## src/rtl/mc_decode_ctrl.sv

```systemverilog
// Multicycle ARM-style control unit: instruction decode plus a Moore FSM that
// sequences fetch/decode/memory/ALU/branch and multi-cycle multiply/divide.
module mc_decode_ctrl #(
   parameter int MUL_LAT = 4,
   parameter int DIV_LAT = 32
) (
   input  logic        clk,
   input  logic        reset,
   input  logic [31:0] Instr,
   output logic        IRWrite,
   output logic        NextPC,
   output logic        RegW,
   output logic        MemW,
   output logic        PCS,
   output logic        AdrSrc,
   output logic [1:0]  ALUSrcA,
   output logic [1:0]  ALUSrcB,
   output logic [1:0]  ResultSrc,
   output logic [1:0]  ImmSrc,
   output logic [1:0]  RegSrc,
   output logic [3:0]  ALUControl,
   output logic [1:0]  FlagW,
   output logic        WA3Sel,
   output logic        HiSel,
   output logic        LongBusy
);

   typedef enum logic [3:0] {
      FETCH, DECODE, MEMADR, MEMRD, MEMWB, MEMWR, EXECR, EXECI,
      ALUWB, BRANCH, LONGEX, LONGWB0, LONGWB1
   } state_t;

   localparam logic [5:0] MUL_LOAD = 6'(MUL_LAT - 1);
   localparam logic [5:0] DIV_LOAD = 6'(DIV_LAT - 1);

   state_t      state, state_next;
   logic [5:0]  count;
   logic [1:0]  op;
   logic [5:0]  funct;
   logic        is_mul, is_long, is_signed, is_div;
   logic [3:0]  alu_dec;
   logic [1:0]  flag_dec;
   logic        branch;
   logic [3:0]  wa;
   logic        unused_instr;

   assign op        = Instr[27:26];
   assign funct     = Instr[25:20];
   assign is_mul    = (op == 2'b00) && !funct[5] && (Instr[7:4] == 4'b1001);
   assign is_long   = is_mul && Instr[23];
   assign is_signed = Instr[22];
   assign is_div    = (op == 2'b00) && !is_mul && (funct[4:1] == 4'b1011);
   assign unused_instr = ^{Instr[31:28], Instr[11:8], Instr[3:0]};

   always_comb begin
      alu_dec = 4'b0000;
      if (is_long)     alu_dec = is_signed ? 4'b1000 : 4'b0110;
      else if (is_mul) alu_dec = 4'b0100;
      else if (is_div) alu_dec = 4'b0111;
      else begin
         case (funct[4:1])
            4'b0100: alu_dec = 4'b0000;
            4'b0010: alu_dec = 4'b0001;
            4'b0000: alu_dec = 4'b0010;
            4'b1100: alu_dec = 4'b0011;
            4'b1010: alu_dec = 4'b0101;
            default: alu_dec = 4'b0000;
         endcase
      end
   end

   // C/V flags are only written by add/subtract
   assign flag_dec = {funct[0], funct[0] && (alu_dec == 4'b0000 || alu_dec == 4'b0001)};

   always_ff @(posedge clk) begin
      if (!reset) begin
         state <= FETCH;
         count <= 6'd0;
      end else begin
         state <= state_next;
         if (state == DECODE && state_next == LONGEX)
            count <= is_div ? DIV_LOAD : MUL_LOAD;
         else if (state == LONGEX && count != 6'd0)
            count <= count - 6'd1;
      end
   end

   always_comb begin
      state_next = state;
      IRWrite    = 1'b0;
      NextPC     = 1'b0;
      RegW       = 1'b0;
      MemW       = 1'b0;
      AdrSrc     = 1'b0;
      ALUSrcA    = 2'b00;
      ALUSrcB    = 2'b00;
      ResultSrc  = 2'b00;
      ALUControl = 4'b0000;
      FlagW      = 2'b00;
      WA3Sel     = 1'b0;
      HiSel      = 1'b0;
      LongBusy   = 1'b0;
      branch     = 1'b0;
      case (state)
         FETCH: begin
            IRWrite = 1'b1; NextPC = 1'b1;
            ALUSrcA = 2'b01; ALUSrcB = 2'b10; ResultSrc = 2'b10;
            state_next = DECODE;
         end
         DECODE: begin
            ALUSrcA = 2'b01; ALUSrcB = 2'b10; ResultSrc = 2'b10;
            if (is_mul || is_div) state_next = LONGEX;
            else begin
               case (op)
                  2'b01:   state_next = MEMADR;
                  2'b00:   state_next = funct[5] ? EXECI : EXECR;
                  2'b10:   state_next = BRANCH;
                  default: state_next = FETCH;
               endcase
            end
         end
         MEMADR: begin
            ALUSrcB = 2'b01;
            state_next = funct[0] ? MEMRD : MEMWR;
         end
         MEMRD:  begin AdrSrc = 1'b1; state_next = MEMWB; end
         MEMWB:  begin ResultSrc = 2'b01; RegW = 1'b1; state_next = FETCH; end
         MEMWR:  begin AdrSrc = 1'b1; MemW = 1'b1; state_next = FETCH; end
         EXECR: begin
            ALUSrcB = 2'b00; ALUControl = alu_dec; FlagW = flag_dec;
            state_next = ALUWB;
         end
         EXECI: begin
            ALUSrcB = 2'b01; ALUControl = alu_dec; FlagW = flag_dec;
            state_next = ALUWB;
         end
         ALUWB:  begin RegW = 1'b1; ALUControl = alu_dec; state_next = FETCH; end
         BRANCH: begin
            ALUSrcB = 2'b01; ResultSrc = 2'b10; branch = 1'b1;
            state_next = FETCH;
         end
         LONGEX: begin
            LongBusy = 1'b1; ALUControl = alu_dec;
            if (count == 6'd0) begin
               FlagW = flag_dec;
               state_next = LONGWB0;
            end
         end
         LONGWB0: begin
            RegW = 1'b1; WA3Sel = !is_long; ALUControl = alu_dec;
            state_next = is_long ? LONGWB1 : FETCH;
         end
         LONGWB1: begin
            RegW = 1'b1; WA3Sel = 1'b1; HiSel = 1'b1; ALUControl = alu_dec;
            state_next = FETCH;
         end
         default: state_next = FETCH;
      endcase

      ImmSrc = op;
      RegSrc = {(op == 2'b01) && !funct[0], op == 2'b10};
      wa     = WA3Sel ? Instr[19:16] : Instr[15:12];
      PCS    = branch || (RegW && wa == 4'hF);

      // Strobes are held off and selects parked at FETCH values during reset
      if (!reset) begin
         IRWrite = 1'b0; NextPC = 1'b0; RegW = 1'b0; MemW = 1'b0;
         PCS = 1'b0; LongBusy = 1'b0; FlagW = 2'b00; AdrSrc = 1'b0;
         ALUSrcA = 2'b01; ALUSrcB = 2'b10; ResultSrc = 2'b10;
         ALUControl = 4'b0000; WA3Sel = 1'b0; HiSel = 1'b0;
      end
   end

endmodule

```

## config.mk

```make
export PLATFORM = sky130hd
export DESIGN_NAME = mc_decode_ctrl
export DESIGN_NICKNAME = d
export VERILOG_FILES = /design/src/rtl/mc_decode_ctrl.sv
export SDC_FILE = /design/constraint.sdc
export NUM_CORES = 1
export LEC_CHECK = 0
export ABC_AREA = 1
export BUFFER_PORTS_ARGS = -buffer_cell sky130_fd_sc_hd__buf_4
export CAP_MARGIN = 20
export CELL_PAD_IN_SITES_DETAIL_PLACEMENT = 1
export CELL_PAD_IN_SITES_GLOBAL_PLACEMENT = 1
export CORE_MARGIN = 2
export CORE_UTILIZATION = 31
export CTS_CLUSTER_DIAMETER = 200
export CTS_CLUSTER_SIZE = 25
export DETAILED_ROUTE_END_ITERATION = 8
export PLACE_DENSITY_LB_ADDON = 0.1
export SLEW_MARGIN = 10
export SYNTH_ARGS = -nofsm -noshare
export SYNTH_HDL_FRONTEND = slang
export SYNTH_SLANG_ARGS = --single-unit
```

## constraint.sdc

```tcl
create_clock -name clk -period 2.9 [get_ports clk]
set_input_delay 0.58 -clock clk [delete_from_list [all_inputs] [get_ports clk]]
set_output_delay 0.58 -clock clk [all_outputs]
set_load 0.01 [all_outputs]
```

==> summary.md, run 1 <==
| Metric | Value |
|---|---|
| Clk slew on worst S/H paths | `around 0.070 ns` |
| Routed wire length per instance | `between 10 and 15 µm` |
| Compound-Gate Fraction of Synth Area | `a little over an eighth` |
| Post-Synthesis Cells | `180` |
| Die ar. | `slightly below 4000 µm²` |
| Hold Path Class | `reg2reg` |
| FMAX | `a little over 400 MHz` |
| Vias in the first global route | `1299` |
| Chip height | `about 63 µm` |
| Clk_skew | `about 0.0060 ns` |
| # DRC | `0` |
| Post-detailed-placement half-perimeter wirelength | `~2.8 mm` |
| Core Rows | `21` |
| Layout cells sized above 1 | `~32%` |
| Antenna viol nets, final | `0` |
| Post-route minimum period | `about 2.4 ns` |
| Most frequent cells in the layout | `buf_4 (46), nor2_1 (29), inv_1 (28)` |
| Clock latency on the worst-skew pair | `0.27 ns` |
| Fin util | `between 40 and 50%` |
| IR drop worst, VDD | `about 0.11 mV` |
| CTS sink count | `10` |
| Die X | `~63 µm` |
| CP bufs+invs | `3` |
| TritonRoute pass-1 iters | `4` |
| Initial antenna violation count | `0` |
| Max Cap Violations | `0` |
| Total Nets Final | `260` |
| Vias post-DR | `between 1k and 1.5k` |
| IO Count | `between 50 and 60` |
| Gr usage total | `17.58%` |
| Critical path endpoint category | `output port` |
| Vias per cell | `roughly 4.8` |
| Iter 0 DRT Violations | `33` |
| Post-Synth XOR/XNOR Area | `3.252%` |
| Antenna cells | `0` |
| Syn_area_per_cell | `roughly 6.0 µm²` |
| Crit path DAT | `1.84 ns` |
| Pwr/cell area | `around 290 nW/µm²` |
| Post-route insts no fill | `between 200 and 300` |
| Startpoint Class | `flip-flop` |
| Most common cell after layout, fill and taps aside | `buf_4` |
| Postcts setup bufs | `0` |
| P&R area growth vs syn | `36.59%` |
| Largest family of logic cells by synthesized area | `simple AND/OR/NAND/NOR gates` |
| GRT overflow | `0` |
| CTS tree | `yes` |
| Crit path cell chain | `inv_2 > nor3_4 > inv_1 > nor2_1 > nor2_1 > nor2_1 > nand2_1 > nor2_1 > buf_4` |
| Cell Area, Synth | `around 1100 µm²` |
| H-tree lvl count | `1` |
| CP max FO | `8` |
| Worst EP required | `~2.3 ns` |
| Synthesized flop and latch total | `10` |
| Distinct cells, synth | `30` |
| Core area | `around 3300 µm²` |
| Post-DP Area | `~1400 µm²` |
| Post-route design area | `1471 µm²` |
| Final setup viols | `0` |
| Clk root buf | `clkbuf_4` |
| Mux share of post-synthesis cell area | `0%` |
| Final period util | `83.61%` |
| Setup_tns | `0 ns` |
| Starting density of the core | `~32%` |
| Pre-CTS setup slack | `between 0.5 and 0.6 ns` |
| DRT Wirelength | `roughly 3.3 mm` |
| Worst-case clock buffer depth | `2` |
| Crit path largest cell delay | `approximately 0.50 ns` |
| Status | `completed` |
| Routability congestion estimate | `around 0.74` |
| Final Hold Viols | `0` |
| Delay-heaviest family, CP | `simple AND/OR/NAND/NOR gates` |
| Adder-cell share of the synthesized area | `1.161%` |
| Synth Net Count | `about 220` |
| Syn. warnings | `0` |
| CTS buffer count | `3` |
| Post-synthesis sequential area ratio | `between 10% and 20%` |
| Max Transition Viols Final | `0` |
| Setup CP Type | `reg2out` |
| Placed instance count | `266` |
| Unrepaired setup endpoints after global routing | `false` |
| CP max stage cell | `dfxtp_1` |
| Post-synthesis simple-gate area fraction | `between 40 and 50%` |
| CTS Hold Bufs | `0` |
| PostCTS Resize Cnt | `0` |
| Count of buffers from port buffering | `45` |
| Most used cell, CP | `nor2_1` |
| Leak Pwr | `approximately 0.74 nW` |
| First-pass GRT wire length | `5.602 mm` |
| Largest net degree at the start of global routing | `16` |
| Final WS setup | `0.4753 ns` |
layer usage:
metal | GRT usage, % | vias up | wire, µm
met5 | 0 | - | 0
met1 | 20.61 | 596 | 1481
met4 | 5.833 | 0 | 46
met3 | 3.423 | 4 | 136
met2 | 31.65 | 32 | 1655
li1 | - | 668 | -
report_power, final:
part	total, mW	switching [mW]	internal, mW
clock	0.129	0.0529	0.0764
combinational	0.141	0.0811	0.0602
sequential	0.152	0.00873	0.143
total	0.422	0.143	0.279
per-stage QoR:
stage	hold slack, ns	total power, mW
after detailed placement	0.5676	0.2961
after global routing	0.6050	0.4517
final	0.5816	0.4222
after floorplan	0.5284	0.2390
after CTS	0.5864	0.4254
after global placement	0.5473	0.2920
layout make-up:
class                           count  area [µm²]
Tap cell                           46       57.56
Fill cell                         483        1866
Sequential cell                    10       200.2
Inverter                           32       120.1
Clock buffer                        4       36.28
Timing Repair Buffer               46       345.3
Multi-Input combinational cell    132       711.9
state kept, by name, summed over array words and instances, names as in the netlist:
| name | flops |
|---|---|
| count | 6 |
| state | 4 |
logic make-up after synthesis:
family,Yosys count
simple gates,101
compound gates,25
fa+ha+maj,1
flops,10
other cells,1
xor+xnor,4
buf+inv,38
cell usage after synthesis:
cell	instances	share of area (%)
nand2_4	2	2.1
xnor2_1	1	0.81
inv_1	28	9.8
buf_1	1	0.35
inv_2	4	1.4
nand2_2	5	2.9
nor3_1	12	5.6
ha_1	1	1.2
conb_1	1	0.35
a211oi_1	1	0.70
nand3_2	1	0.93
nor2_4	1	1.0
o22a_1	1	0.81
a21oi_1	11	5.1
a41oi_1	1	0.81
xor2_1	3	2.4
nor3b_2	1	1.2
a311oi_1	2	1.6
buf_4	4	2.8
nand3_1	15	7.0
nor3_4	2	3.0
or2_2	1	0.58
nand2_1	23	8.0
o21ai_0	7	3.3
nand4_1	4	2.3
dfxtp_1	10	19
nor2_2	5	2.9
nor2_1	29	10
a21boi_0	2	1.4
buf_6	1	1.0
tightest hold or removal path: stages (launching register included):
cell	delay [ns]
dfxtp_1	0.35
xor2_1	0.07
a21oi_1	0.12
path summary, 6_finish.rpt:
kind / start / cells past startpoint / to / slack [ns]
setup / recovery: state[1] / 9 / FlagW[0] / 0.48
hold / removal: count[0] / 2 / count[0] / 0.58
setup reg to reg: state[1] / 11 / count[4] / 1.29
hold reg to reg: count[0] / 2 / count[0] / 0.58
Note: power is estimated with default switching activity, not from simulation.
==> run 2, diff against run 1 <==
--- a/config.mk
+++ b/config.mk
@@ -11,7 +11,7 @@
 export CELL_PAD_IN_SITES_DETAIL_PLACEMENT = 1
 export CELL_PAD_IN_SITES_GLOBAL_PLACEMENT = 1
 export CORE_MARGIN = 2
-export CORE_UTILIZATION = 31
+export CORE_UTILIZATION = 28
 export CTS_CLUSTER_DIAMETER = 200
 export CTS_CLUSTER_SIZE = 25
 export DETAILED_ROUTE_END_ITERATION = 8
==> constraint.sdc (replaced) <==
create_clock -name clk -period 2.5 [get_ports clk]
set_input_delay 0.5 -clock clk [delete_from_list [all_inputs] [get_ports clk]]
set_output_delay 0.5 -clock clk [all_outputs]
set_load 0.01 [all_outputs]
==> run 2 against run 1 <==
Register-to-register slack got worse by 0.35 ns. Global-route usage fell by 1.5 points. Count of clock-buffer cells in the layout did not move. Highest routed layer is now met3.
==> summary.md, run 2 (synthesized netlist as in run 1, its figures left out) <==
| Metric | Value |
|---|---|
| Starting density of the core | `29.21%` |
| Sequential power share | `roughly a third` |
| Fillers | `roughly 520` |
| Clk root buf | `clkbuf_8` |
| Postcts setup bufs | `0` |
| Final Hold Viols | `0` |
| Core Rows | `22` |
| Setup_tns | `0 ns` |
| IO Count | `59` |
| Sw Ratio | `between 30 and 40%` |
| Vias per cell | `between 4 and 5` |
| Clk_skew | `0.004396 ns` |
| Total Nets Final | `260` |
| DRT Wirelength | `around 3.2 mm` |
| Final setup viols | `0` |
| Gr usage total | `roughly 16%` |
| Initial antenna violation count | `0` |
| Top reg by flops | `count` |
| Core area | `3689 µm²` |
| Sequential Area | `approximately 200 µm²` |
| Post-route minimum period | `2.216 ns` |
| CP max FO | `5` |
| Layout cells sized above 1 | `32.59%` |
| Area occupied by multi-input gates | `~710 µm²` |
| CTS tree | `yes` |
| Iter 0 DRT Violations | `28` |
| TritonRoute pass-1 iters | `4` |
| Count of buffers from port buffering | `45` |
| Antenna viol nets, final | `0` |
| Max Cap Violations | `0` |
| Crit path DAT | `1.72 ns` |
| Unrepaired setup endpoints after global routing | `false` |
| CTS buffer count | `3` |
| P&R area growth vs syn | `38.68%` |
| CTS sink count | `10` |
| Vias post-DR | `about 1.3k` |
| # DRC | `0` |
| Vias in the first global route | `1298` |
| H-tree lvl count | `1` |
| Antenna cells | `0` |
| Final period util | `88.63%` |
| Worst-case clock buffer depth | `2` |
| Leak Pwr | `around 0.75 nW` |
| Chip height | `approximately 66 µm` |
| IR drop worst, VDD | `~0.15 mV` |
| Top Registers | `count: 6 flops, state: 4 flops` |
| Pwr/cell area | `between 300 and 400 nW/µm²` |
| Die X | `66.03 µm` |
| Tot Pwr | `0.5421 mW` |
| FMAX | `roughly 450 MHz` |
| Hold slack | `around 0.56 ns` |
| Switching pwr | `around 0.17 mW` |
| CTS Hold Bufs | `0` |
| Setup CP Type | `reg2out` |
| First-pass GRT wire length | `5.582 mm` |
| Clock power frac | `37.5%` |
| Most common cell after layout, fill and taps aside | `buf_4` |
| P_int | `approximately 0.38 mW` |
| Largest net degree at the start of global routing | `16` |
| Most frequent cells in the layout | `buf_4 (46), nor2_1 (29), inv_1 (28)` |
| Critical path endpoint category | `output port` |
| Max FFs per register | `6` |
| GRT overflow | `0` |
| Max Transition Viols Final | `0` |
| Die ar. | `about 4400 µm²` |
| Clock latency on the worst-skew pair | `roughly 0.24 ns` |
| Status | `completed` |
| Routability congestion estimate | `approximately 0.84` |
| Worst EP required | `2.00 ns` |
| Routed wire length per instance | `11.83 µm` |
| Comb power frac | `roughly 30%` |
| Post-detailed-placement half-perimeter wirelength | `roughly 2.7 mm` |
| Hold Path Class | `in2reg` |
| Clk slew on worst S/H paths | `0.05 ns` |
| Startpoint Class | `flip-flop` |
## run 2: cell counts in the layout (fill, tap and decap cells not counted)
Identical to the previous run, type by type.
## run 2: repair_timing
| item | 4_1_cts | 5_1_grt |
|---|---|---|
| hold endpoints to repair | 0 | 0 |
| setup endpoints to repair | 0 | 1 |
| resized for setup | 0 | 1 |
## run 2: power groups by stage
stage | clock network (mW) | logic [mW] | registers, mW
final | 0.203 | 0.163 | 0.176
after detailed placement | 0 | 0.164 | 0.179
after global placement | 0 | 0.160 | 0.179
after global routing | 0.219 | 0.182 | 0.177
after floorplan | 0 | 0.100 | 0.177
after CTS | 0.210 | 0.165 | 0.176
## run 2: metrics by stage
stage               cell area [µm²]  utilization [%]  instances  worst slack, ns
floorplan                      1077                -        180           0.5313
global placement               1438            38.98        268           0.3364
detailed placement             1438            38.98        268           0.3142
CTS                            1493            40.47        272           0.2034
global route                   1494            40.50        272          0.05151
finish                         1494            40.50        272           0.2843
## run 2: path summary, 6_finish.rpt
path | start | endpoint | slack [ns] | cells past startpoint
setup / recovery | state[2] | FlagW[0] | 0.28 | 10
hold / removal | Instr[20] | state[1] | 0.56 | 3
setup reg to reg | state[0] | count[4] | 0.94 | 9
hold reg to reg | count[1] | count[1] | 0.58 | 2
## run 2: final cells by class
type,count,share of cell area (%)
repair buffers,46,23.12
clock buffers,4,3.685
flip-flops and latches,10,13.48
inverters,32,8.040
well taps,48,4.020
multi-input cells,132,47.66
## run 2: worst max-delay path, cell delays in order, from the launching register on
cell	delay (ns)
dfxtp_1	0.34
inv_1	0.08
nand2_1	0.13
nor3_4	0.23
inv_1	0.09
nor2_1	0.15
nor2_1	0.07
nor2_1	0.08
nand2_1	0.07
nor2_1	0.10
buf_4	0.12
## run 2: metal layers
metal	GRT usage, %	vias up	part of all wire, %
li1	-	665	-
met2	29.67	28	50
met4	3.061	0	0
met5	0	-	0
met3	2.555	0	3.8
met1	19.61	568	47
==> run 3, diff against run 2 <==
--- a/config.mk
+++ b/config.mk
@@ -10,7 +10,7 @@
 export CAP_MARGIN = 20
 export CELL_PAD_IN_SITES_DETAIL_PLACEMENT = 1
 export CELL_PAD_IN_SITES_GLOBAL_PLACEMENT = 1
-export CORE_MARGIN = 2
+export CORE_MARGIN = 10
 export CORE_UTILIZATION = 28
 export CTS_CLUSTER_DIAMETER = 200
 export CTS_CLUSTER_SIZE = 25
==> run 3 against run 2 <==
Critical path depth did not move. Highest routed layer is now met4. Largest cell class unchanged. Combinational power hardly changed. Cell area unchanged. Sequential power about the same. Total power increased by 1.9%. Cell count unchanged. Count of clock-buffer cells in the layout unchanged. Largest power group unchanged. Via count rose by 2.8%. Sequential share of layout area is the same. Clock skew down 0.0038 ns.
==> summary.md, run 3 (synthesized netlist as in run 1, its figures left out) <==
| Metric | Value |
|---|---|
| Postcts setup bufs | `0` |
| Setup_tns | `0 ns` |
| Worst EP required | `~2.0 ns` |
| Max Transition Viols Final | `0` |
| Final Hold Viols | `0` |
| P&R area growth vs syn | `38.68%` |
| M1 GR Usage | `about an eighth` |
| Clk root buf | `clkbuf_8` |
| Antenna viol nets, final | `0` |
| Status | `completed` |
| Post-route minimum period | `between 2 and 2.5 ns` |
| Die X | `just over 80 µm` |
| Clk_skew | `around 0.00058 ns` |
| Area occupied by multi-input gates | `slightly above 700 µm²` |
| Gr busiest metal | `met2` |
| H-tree lvl count | `1` |
| Most used cell, CP | `nor2_1` |
| Total Nets Final | `between 200 and 300` |
| Crit path largest cell delay | `0.34 ns` |
| Most frequent cells in the layout | `buf_4 (46), nor2_1 (29), inv_1 (28)` |
| Largest net degree at the start of global routing | `16` |
| Crit path DAT | `between 1.5 and 2 ns` |
| IR drop worst, VDD | `between 0.15 and 0.2 mV` |
| Hold Path Class | `in2reg` |
| Top Registers | `count: 6 flops, state: 4 flops` |
| Vias per cell | `roughly 4.8` |
| Startpoint Class | `flip-flop` |
| Final period util | `around 89%` |
| DRT Wirelength | `3.709 mm` |
| Clk slew on worst S/H paths | `around 0.05 ns` |
| # DRC | `0` |
| CTS Hold Bufs | `0` |
| Routed wire length per instance | `approximately 14 µm` |
| Post-DP Area | `about 1400 µm²` |
| Top reg by flops | `count` |
| Initial antenna violation count | `0` |
| CTS sink count | `10` |
| Tot Pwr | `around 0.55 mW` |
| Sequential Area | `roughly 200 µm²` |
| Post-detailed-placement half-perimeter wirelength | `approximately 3.2 mm` |
| Max Cap Violations | `0` |
| Delay-heaviest family, CP | `simple AND/OR/NAND/NOR gates` |
| First-pass GRT wire length | `about 6.1 mm` |
| FMAX | `roughly 450 MHz` |
| Layout cells sized above 1 | `between 30% and 40%` |
| Iter 0 DRT Violations | `52` |
| Vias post-DR | `around 1.3k` |
| IO Count | `59` |
| Vias in the first global route | `about 1.3k` |
| Fillers | `slightly above 500` |
| Antenna cells | `0` |
| GRT overflow | `0` |
| Met2 usage | `approximately a fifth` |
| Most common cell after layout, fill and taps aside | `buf_4` |
| CTS buffer count | `3` |
| CP max FO | `5` |
| Starting density of the core | `between 20% and 30%` |
| Pwr/cell area | `approximately 370 nW/µm²` |
| Unrepaired setup endpoints after global routing | `false` |
| Gr usage total | `a little under an eighth` |
| Worst-case clock buffer depth | `2` |
| Core Rows | `22` |
| Count of buffers from port buffering | `45` |
| Leak Pwr | `roughly 0.75 nW` |
| Post-route design area | `about 1500 µm²` |
| Setup CP Type | `reg2out` |
| Routability congestion estimate | `around 0.84` |
| Critical path endpoint category | `output port` |
| CP bufs+invs | `3` |
| TritonRoute pass-1 iters | `4` |
| Crit path cell chain | `inv_1 > nand2_1 > nor3_4 > inv_1 > nor2_1 > nor2_1 > nor2_1 > nand2_1 > nor2_1 > buf_4` |
| Core area | `3689 µm²` |
| CP max stage cell | `dfxtp_1` |
| Met3 Resource Use GR | `between 2 and 3%` |
| Clock latency on the worst-skew pair | `between 0.2 and 0.25 ns` |
| Chip height | `82.03 µm` |
| Max FFs per register | `6` |
| Final setup viols | `0` |
| CTS tree | `yes` |
| Die ar. | `just under 7000 µm²` |
| PostCTS Resize Cnt | `0` |
==> run 3: cell type report <==
cell class              instances  area share [%]
clock buffers                   4           3.685
inverters                      32           8.040
well taps                      48           4.020
repair buffers                 46           23.12
flip-flops and latches         10           13.48
multi-input cells             132           47.66
==> run 3: power by group <==
group / internal, mW / switching, mW
registers: 0.166 / 0.00981
clock network: 0.139 / 0.0710
logic: 0.0700 / 0.0959
==> run 3: path summary, 6_finish.rpt <==
path / start / end / slack, ns / cells after the start
max: state[2] / FlagW[0] / 0.29 / 10
min: Instr[20] / state[1] / 0.55 / 3
min reg2reg: count[5] / count[5] / 0.57 / 2
max reg2reg: state[2] / count[2] / 0.91 / 8
==> run 3: worst register-to-register path, stage by stage, from the launching register on <==
cell,delay (ns)
dfxtp_1,0.34
nor2_1,0.24
inv_2,0.17
nor3_4,0.34
nand2_4,0.13
nand2_2,0.08
nand2_2,0.06
nor2_1,0.09
nor2_1,0.04
==> run 3: layer usage <==
layer / wire, µm / share of wire [%]
met5: 0 / 0
met4: 48 / 1.3
met3: 241 / 6.5
met2: 1843 / 50
met1: 1574 / 42
==> run 3: stage by stage <==
stage	hold WS (ns)	instances	worst slack (ns)	utilization, %
final	0.5531	272	0.2870	40.50
after floorplan	0.5284	180	0.5313	-
after CTS	0.5517	272	0.1559	40.47
after global routing	0.5809	272	0.07575	40.50
after detailed placement	0.5676	268	0.3175	38.98
after global placement	0.5484	268	0.3357	38.98
